File: config.mk
export PLATFORM = sky130hd
export DESIGN_NAME = wbarbiter_walk
export DESIGN_NICKNAME = d
export VERILOG_FILES = /design/src/rtl/wbarbiter_walk.sv
export SDC_FILE = /design/constraint.sdc
export NUM_CORES = 1
export LEC_CHECK = 0
export CELL_PAD_IN_SITES_DETAIL_PLACEMENT = 0
export CELL_PAD_IN_SITES_GLOBAL_PLACEMENT = 1
export CORE_ASPECT_RATIO = 0.8
export CORE_UTILIZATION = 19
export DETAILED_ROUTE_END_ITERATION = 12
export GPL_ROUTABILITY_DRIVEN = 0
export GPL_TIMING_DRIVEN = 1
export HOLD_SLACK_MARGIN = 0.06
export PLACE_DENSITY = 0.95
export SETUP_SLACK_MARGIN = 0.3
export SYNTH_ARGS = -nofsm -noshare
export SYNTH_HDL_FRONTEND = slang
export SYNTH_SLANG_ARGS = --single-unit
File: constraint.sdc
create_clock -name i_clk -period 6.54 [get_ports i_clk]
set_input_delay 1.308 -clock i_clk [delete_from_list [all_inputs] [get_ports i_clk]]
set_output_delay 1.308 -clock i_clk [all_outputs]
set_load 0.02 [all_outputs]
File: src/rtl/wbarbiter_walk.sv
// wbarbiter_walk: two-master, one-slave pipelined Wishbone arbiter that shares
// the LED walker peripheral between the debug bridge (A) and the CPU (B).
//
// Each master holds the slave for a whole bus cycle (CYC). Contention in IDLE is
// resolved round-robin against the last owner. A watchdog aborts a cycle that
// stalls or waits for acks too long. Slave errors go back to the owning master.
//
// Handshake: a request is accepted on a cycle where the owner has stb high and
// its stall low. Each accepted request gets exactly one ack or err from the
// slave. The arbiter adds no latency to the request path once the grant is held.
//
// Ports
//   i_clk, i_reset_n               clock, asynchronous active-low reset
//   i_a_* / o_a_*                  master A request in, stall/ack/err/data out
//   i_b_* / o_b_*                  master B, identical to A
//   o_cyc,o_stb,o_we,o_addr,o_data slave request
//   i_stall,i_ack,i_err,i_data     slave response
//   o_dbg_state                    FSM state (0 IDLE, 1 OWN_A, 2 OWN_B, 3 ABORT)
module wbarbiter_walk #(
  parameter int AW      = 1,
  parameter int DW      = 32,
  parameter int TIMEOUT = 64,
  parameter int LGOUT   = 4
) (
  input  logic          i_clk,
  input  logic          i_reset_n,
  input  logic          i_a_cyc,
  input  logic          i_a_stb,
  input  logic          i_a_we,
  input  logic [AW-1:0] i_a_addr,
  input  logic [DW-1:0] i_a_data,
  output logic          o_a_stall,
  output logic          o_a_ack,
  output logic          o_a_err,
  output logic [DW-1:0] o_a_data,
  input  logic          i_b_cyc,
  input  logic          i_b_stb,
  input  logic          i_b_we,
  input  logic [AW-1:0] i_b_addr,
  input  logic [DW-1:0] i_b_data,
  output logic          o_b_stall,
  output logic          o_b_ack,
  output logic          o_b_err,
  output logic [DW-1:0] o_b_data,
  output logic          o_cyc,
  output logic          o_stb,
  output logic          o_we,
  output logic [AW-1:0] o_addr,
  output logic [DW-1:0] o_data,
  input  logic          i_stall,
  input  logic          i_ack,
  input  logic          i_err,
  input  logic [DW-1:0] i_data,
  output logic [1:0]    o_dbg_state
);

  typedef enum logic [1:0] {
    IDLE  = 2'd0,
    OWN_A = 2'd1,
    OWN_B = 2'd2,
    ABORT = 2'd3
  } state_t;

  localparam int WDW = $clog2(TIMEOUT);
  localparam logic [LGOUT-1:0] MAX_OUT = '1;
  localparam logic [WDW-1:0]   WD_LAST = WDW'(TIMEOUT - 1);

  state_t           state;
  logic             last_b;   // last owner was B
  logic             owner_b;  // current/aborting owner is B
  logic [LGOUT-1:0] outstanding;
  logic [WDW-1:0]   watchdog;

  logic owner_cyc, owner_stb, active, full, stall;
  logic accept, ack, ack_cnt, wd_inc, err_now;

  always_comb begin
    owner_cyc = owner_b ? i_b_cyc : i_a_cyc;
    owner_stb = owner_b ? i_b_stb : i_a_stb;
    active    = ((state == OWN_A) || (state == OWN_B)) && owner_cyc;
    full      = (outstanding == MAX_OUT);
    stall     = i_stall | full;
    // stb is withheld from the slave while the outstanding limit is reached, so
    // the slave can never take a request the owner believes was stalled.
    o_stb     = active & owner_stb & ~full;
    accept    = o_stb & ~i_stall;
    ack       = active & i_ack;
    ack_cnt   = ack & (outstanding != '0);
    // Waiting on a stalled stb or on owed acks; any progress resets the count.
    wd_inc    = active & ((o_stb & i_stall) | ((outstanding != '0) & ~i_ack))
                & ~accept & ~i_ack;
    err_now   = active & (i_err | (wd_inc & (watchdog == WD_LAST)));
  end

  assign o_cyc       = active;
  assign o_we        = owner_b ? i_b_we   : i_a_we;
  assign o_addr      = owner_b ? i_b_addr : i_a_addr;
  assign o_data      = owner_b ? i_b_data : i_a_data;
  assign o_a_stall   = ~(active & ~owner_b) | stall;
  assign o_b_stall   = ~(active &  owner_b) | stall;
  assign o_a_ack     = ack & ~owner_b;
  assign o_b_ack     = ack &  owner_b;
  assign o_a_err     = err_now & ~owner_b;
  assign o_b_err     = err_now &  owner_b;
  assign o_a_data    = i_data;
  assign o_b_data    = i_data;
  assign o_dbg_state = state;

  always_ff @(posedge i_clk or negedge i_reset_n) begin
    if (!i_reset_n) begin
      state       <= IDLE;
      last_b      <= 1'b1;
      owner_b     <= 1'b0;
      outstanding <= '0;
      watchdog    <= '0;
    end else begin
      case (state)
        IDLE: begin
          outstanding <= '0;
          watchdog    <= '0;
          if (i_a_cyc && (!i_b_cyc || last_b)) begin
            state   <= OWN_A;
            owner_b <= 1'b0;
          end else if (i_b_cyc) begin
            state   <= OWN_B;
            owner_b <= 1'b1;
          end
        end
        OWN_A, OWN_B: begin
          if (!owner_cyc) begin
            // Always pass through IDLE so a late ack cannot reach the next owner.
            state       <= IDLE;
            last_b      <= owner_b;
            outstanding <= '0;
            watchdog    <= '0;
          end else if (err_now) begin
            state       <= ABORT;
            outstanding <= '0;
            watchdog    <= '0;
          end else begin
            if (accept && !ack_cnt)
              outstanding <= outstanding + 1'b1;
            else if (!accept && ack_cnt)
              outstanding <= outstanding - 1'b1;
            watchdog <= wd_inc ? watchdog + 1'b1 : '0;
          end
        end
        ABORT: begin
          if (!owner_cyc) begin
            state  <= IDLE;
            last_b <= owner_b;
          end
        end
        default: state <= IDLE;
      endcase
    end
  end

endmodule
==> flow_summary.ini <==
[route]
drc_errors = 0
drt_iter0_markers = 87
vias = 1642
via_per_inst = 4.04
drt_wl_total_um = 5340
dr.pass1.iters = 4
wl_per_cell_um = 13.2
postRouteAntennaNets = 0

[final_layout]
fin_util_pct = 29.4
drive_gt1_share_pct = 17.0
area_growth_pct = 49.5
multi_input_comb_area_sq_um = 1020
nFillCells = 1004
diodes = 0
register_area_sq_um = 352
num-nets-final = 389

[floorplanning]
core_sq_um = 9730
initial_core_util_pct = 19.7
rows = 32
die-area_sq_um = 10500
ios = 217
die_x_um = 114
die_h_um = 91.8

[sta]
worstMarginPinSlew_ns = 0.652
maxSlewHeadroom_pct = 56.4
fin_tns_setup_ns = 0
slew_viol_final = 0
skew_ns = 0.00427
setup_violations = 0
max_freq_mhz = 203
hold_viol = 0
finalCriticalPeriod_ns = 4.92
finalCritPeriodShare_pct = 75.2
rsz0062_at_grt = false

[power_and_ir_drop]
ir_worst_vdd_uv = 112
p_int_mw = 0.517
combPwrFrac_pct = 72.6
swShare_pct = 41.8
p_leak_nw = 1.10
power_density_nw_per_um2 = 310
sequentialPowerShare_pct = 14.5
finalPower_mw = 0.888
clockPowerShare_pct = 12.9
p_switching_mw = 0.371

[clock_network]
post_cts_buffers = 0
cts-buffers-inserted = 3
clk_pin_slew_ns = 0.04
ctsResizeCount = 0
htree_levels = 1
cts_root_buffer = clkbuf_16
clk_path_buf_depth = 2
cts_tree = built
clk_latency_ns = 0.24
ctsHoldBuffers = 0
cts.sinks = 14

[synth]
synth.most_common_cell = buf_4
syn_inst = 215
synth_largest_area_cell = buf_4
ys_seq_area_share_pct = 18.4
synth_warnings = 0
syn-num-nets = 333
syn-cell-area_sq_um = 1910
synthArstFlopShare_pct = 100
synth-seq-cells = 14
synth_top_area_share_pct = 25.1
yosys-top-cells-area = buf_4 (25%), mux2_2 (21%), dfrtp_1 (17%)
avgSynthCellArea_sq_um = 8.90
synth_edf_count = 0
synth_top_cells_by_count = buf_4 (64), mux2_2 (35), dfrtp_1 (13), nor2_1 (13)
synthDistinctLibCells = 41
synth_flop_cell = dfrtp_1

[setup_path]
max_stage_delay_ns = 0.63
cp.depth = 7
crit_type = primary input to output port
cp-start-kind = primary input
crit_path_end_kind = output port
worstPathCellList = clkdlybuf4s50_1 -> mux2i_2 -> mux2i_1 -> and4b_4 -> o21ai_0 -> nor2_1 -> clkdlybuf4s50_1
arrival_ns = 3.61
cp_slowest_cell = clkdlybuf4s50_1
r2r_start = owner_b
r2r_cells = 11
critPathBufInv = 2
path_common_cell = clkdlybuf4s50_1
crit_fanout = 5
crit_start = i_b_stb
cp.required_ns = 5.23
crit_family = buffers and inverters

[worst_hold_path]
min_from = last_b
min_path_type = flip-flop to flip-flop
holdPathStages = 2

[grt]
grt_pass1_wl_um = 7750
grt_usage_pct = 9.49
grt.overflow.total = 0
grt_max_degree = 36
first_global_vias = 1587
grt_antenna_before_repair = 0

[job]
drv_cap = 0

[place]
port_buffers = 120
hpwl_um = 4550

[outcome]
status = finished clean
## cell type report
type,count,area share (%)
clock buffers,4,2.76
flip-flops and latches,14,12.3
well taps,136,5.95
repair buffers,121,42.3
multi-input cells,122,35.6
inverters,9,1.18
## tightest hold or removal path, delay by kind of cell (launching register included)
| kind | cells | cell delay [ns] |
|---|---|---|
| simple gates | 1 | 0.06 |
| compound gates | 1 | 0.06 |
| flops | 1 | 0.36 |
## sequential cells by signal, summed over array words and instances, names as in the netlist
register     flops
owner_b          1
outstanding      4
o_dbg_state      2
watchdog         6
last_b           1
## metal layers
layer  vias up  wire [um]  GRT usage, %  share of wire, %
li1        791          -             -                 -
met1       761       2070          10.7                39
met2        82       2650          16.3                50
met3         8        528          3.17               9.9
met4         0         87          4.11               1.6
met5         -          0             0                 0
## power by group through the flow
| stage | Sequential [mW] | Combinational (mW) | Clock [mW] |
|---|---|---|---|
| 6_report | 0.129 | 0.644 | 0.115 |
| 5_1_grt | 0.132 | 0.688 | 0.122 |
| 4_1_cts | 0.129 | 0.649 | 0.116 |
| 3_5_place_dp | 0.130 | 0.647 | 0 |
| 3_3_place_gp | 0.128 | 0.638 | 0 |
| 2_1_floorplan | 0.124 | 0.448 | 0 |
## cell usage in the layout (no fill, tap or decap), types with 3 or more instances in the layout
cell type        count
inv_1                8
nor3_1               4
clkbuf_16            3
mux2_2              35
clkdlybuf4s50_1    120
ha_1                 8
nor4_1               3
nand3_1              5
nand2_1              7
dfrtp_1             13
a22o_1               4
nor2_1              13
and3_1               4
o21ai_0              8
a21oi_1              4
## cell families (layout without fill, tap and decap cells)
family | count (synthesis) | after routing | synth area share (%)
adder cells (fa/ha/maj) | 9 | 9 | 6.28
flip-flops | 14 | 14 | 18.4
AO/OA/AOI/OAI | 26 | 26 | 9.61
multiplexers | 40 | 40 | 23.7
AND/OR/NAND/NOR | 44 | 44 | 12.2
XOR/XNOR | 3 | 3 | 1.37
buffers and inverters | 79 | 134 | 28.4
## final timing paths
check / to / slack, ns
setup / recovery: o_a_err / 1.62
hold / removal: last_b / 0.49
setup reg to reg: outstanding[3] / 3.37
hold reg to reg: last_b / 0.49
max in group asynchronous: owner_b / 4.65
min in group asynchronous: outstanding[0] / 1.47
## metrics by stage
| step | hold WS [ns] | instance area [sq um] | cells | worst slack, ns |
|---|---|---|---|---|
| 5_1_grt | 0.543 | 2860 | 406 | 1.49 |
| 4_1_cts | 0.499 | 2860 | 406 | 1.60 |
| 3_5_place_dp | 0.494 | 2780 | 402 | 1.60 |
| 2_1_floorplan | 0.460 | 1910 | 215 | 2.74 |
| 6_report | 0.491 | 2860 | 406 | 1.62 |
| 3_3_place_gp | 0.474 | 2780 | 402 | 1.65 |
Power figures use the tool's default switching activity.
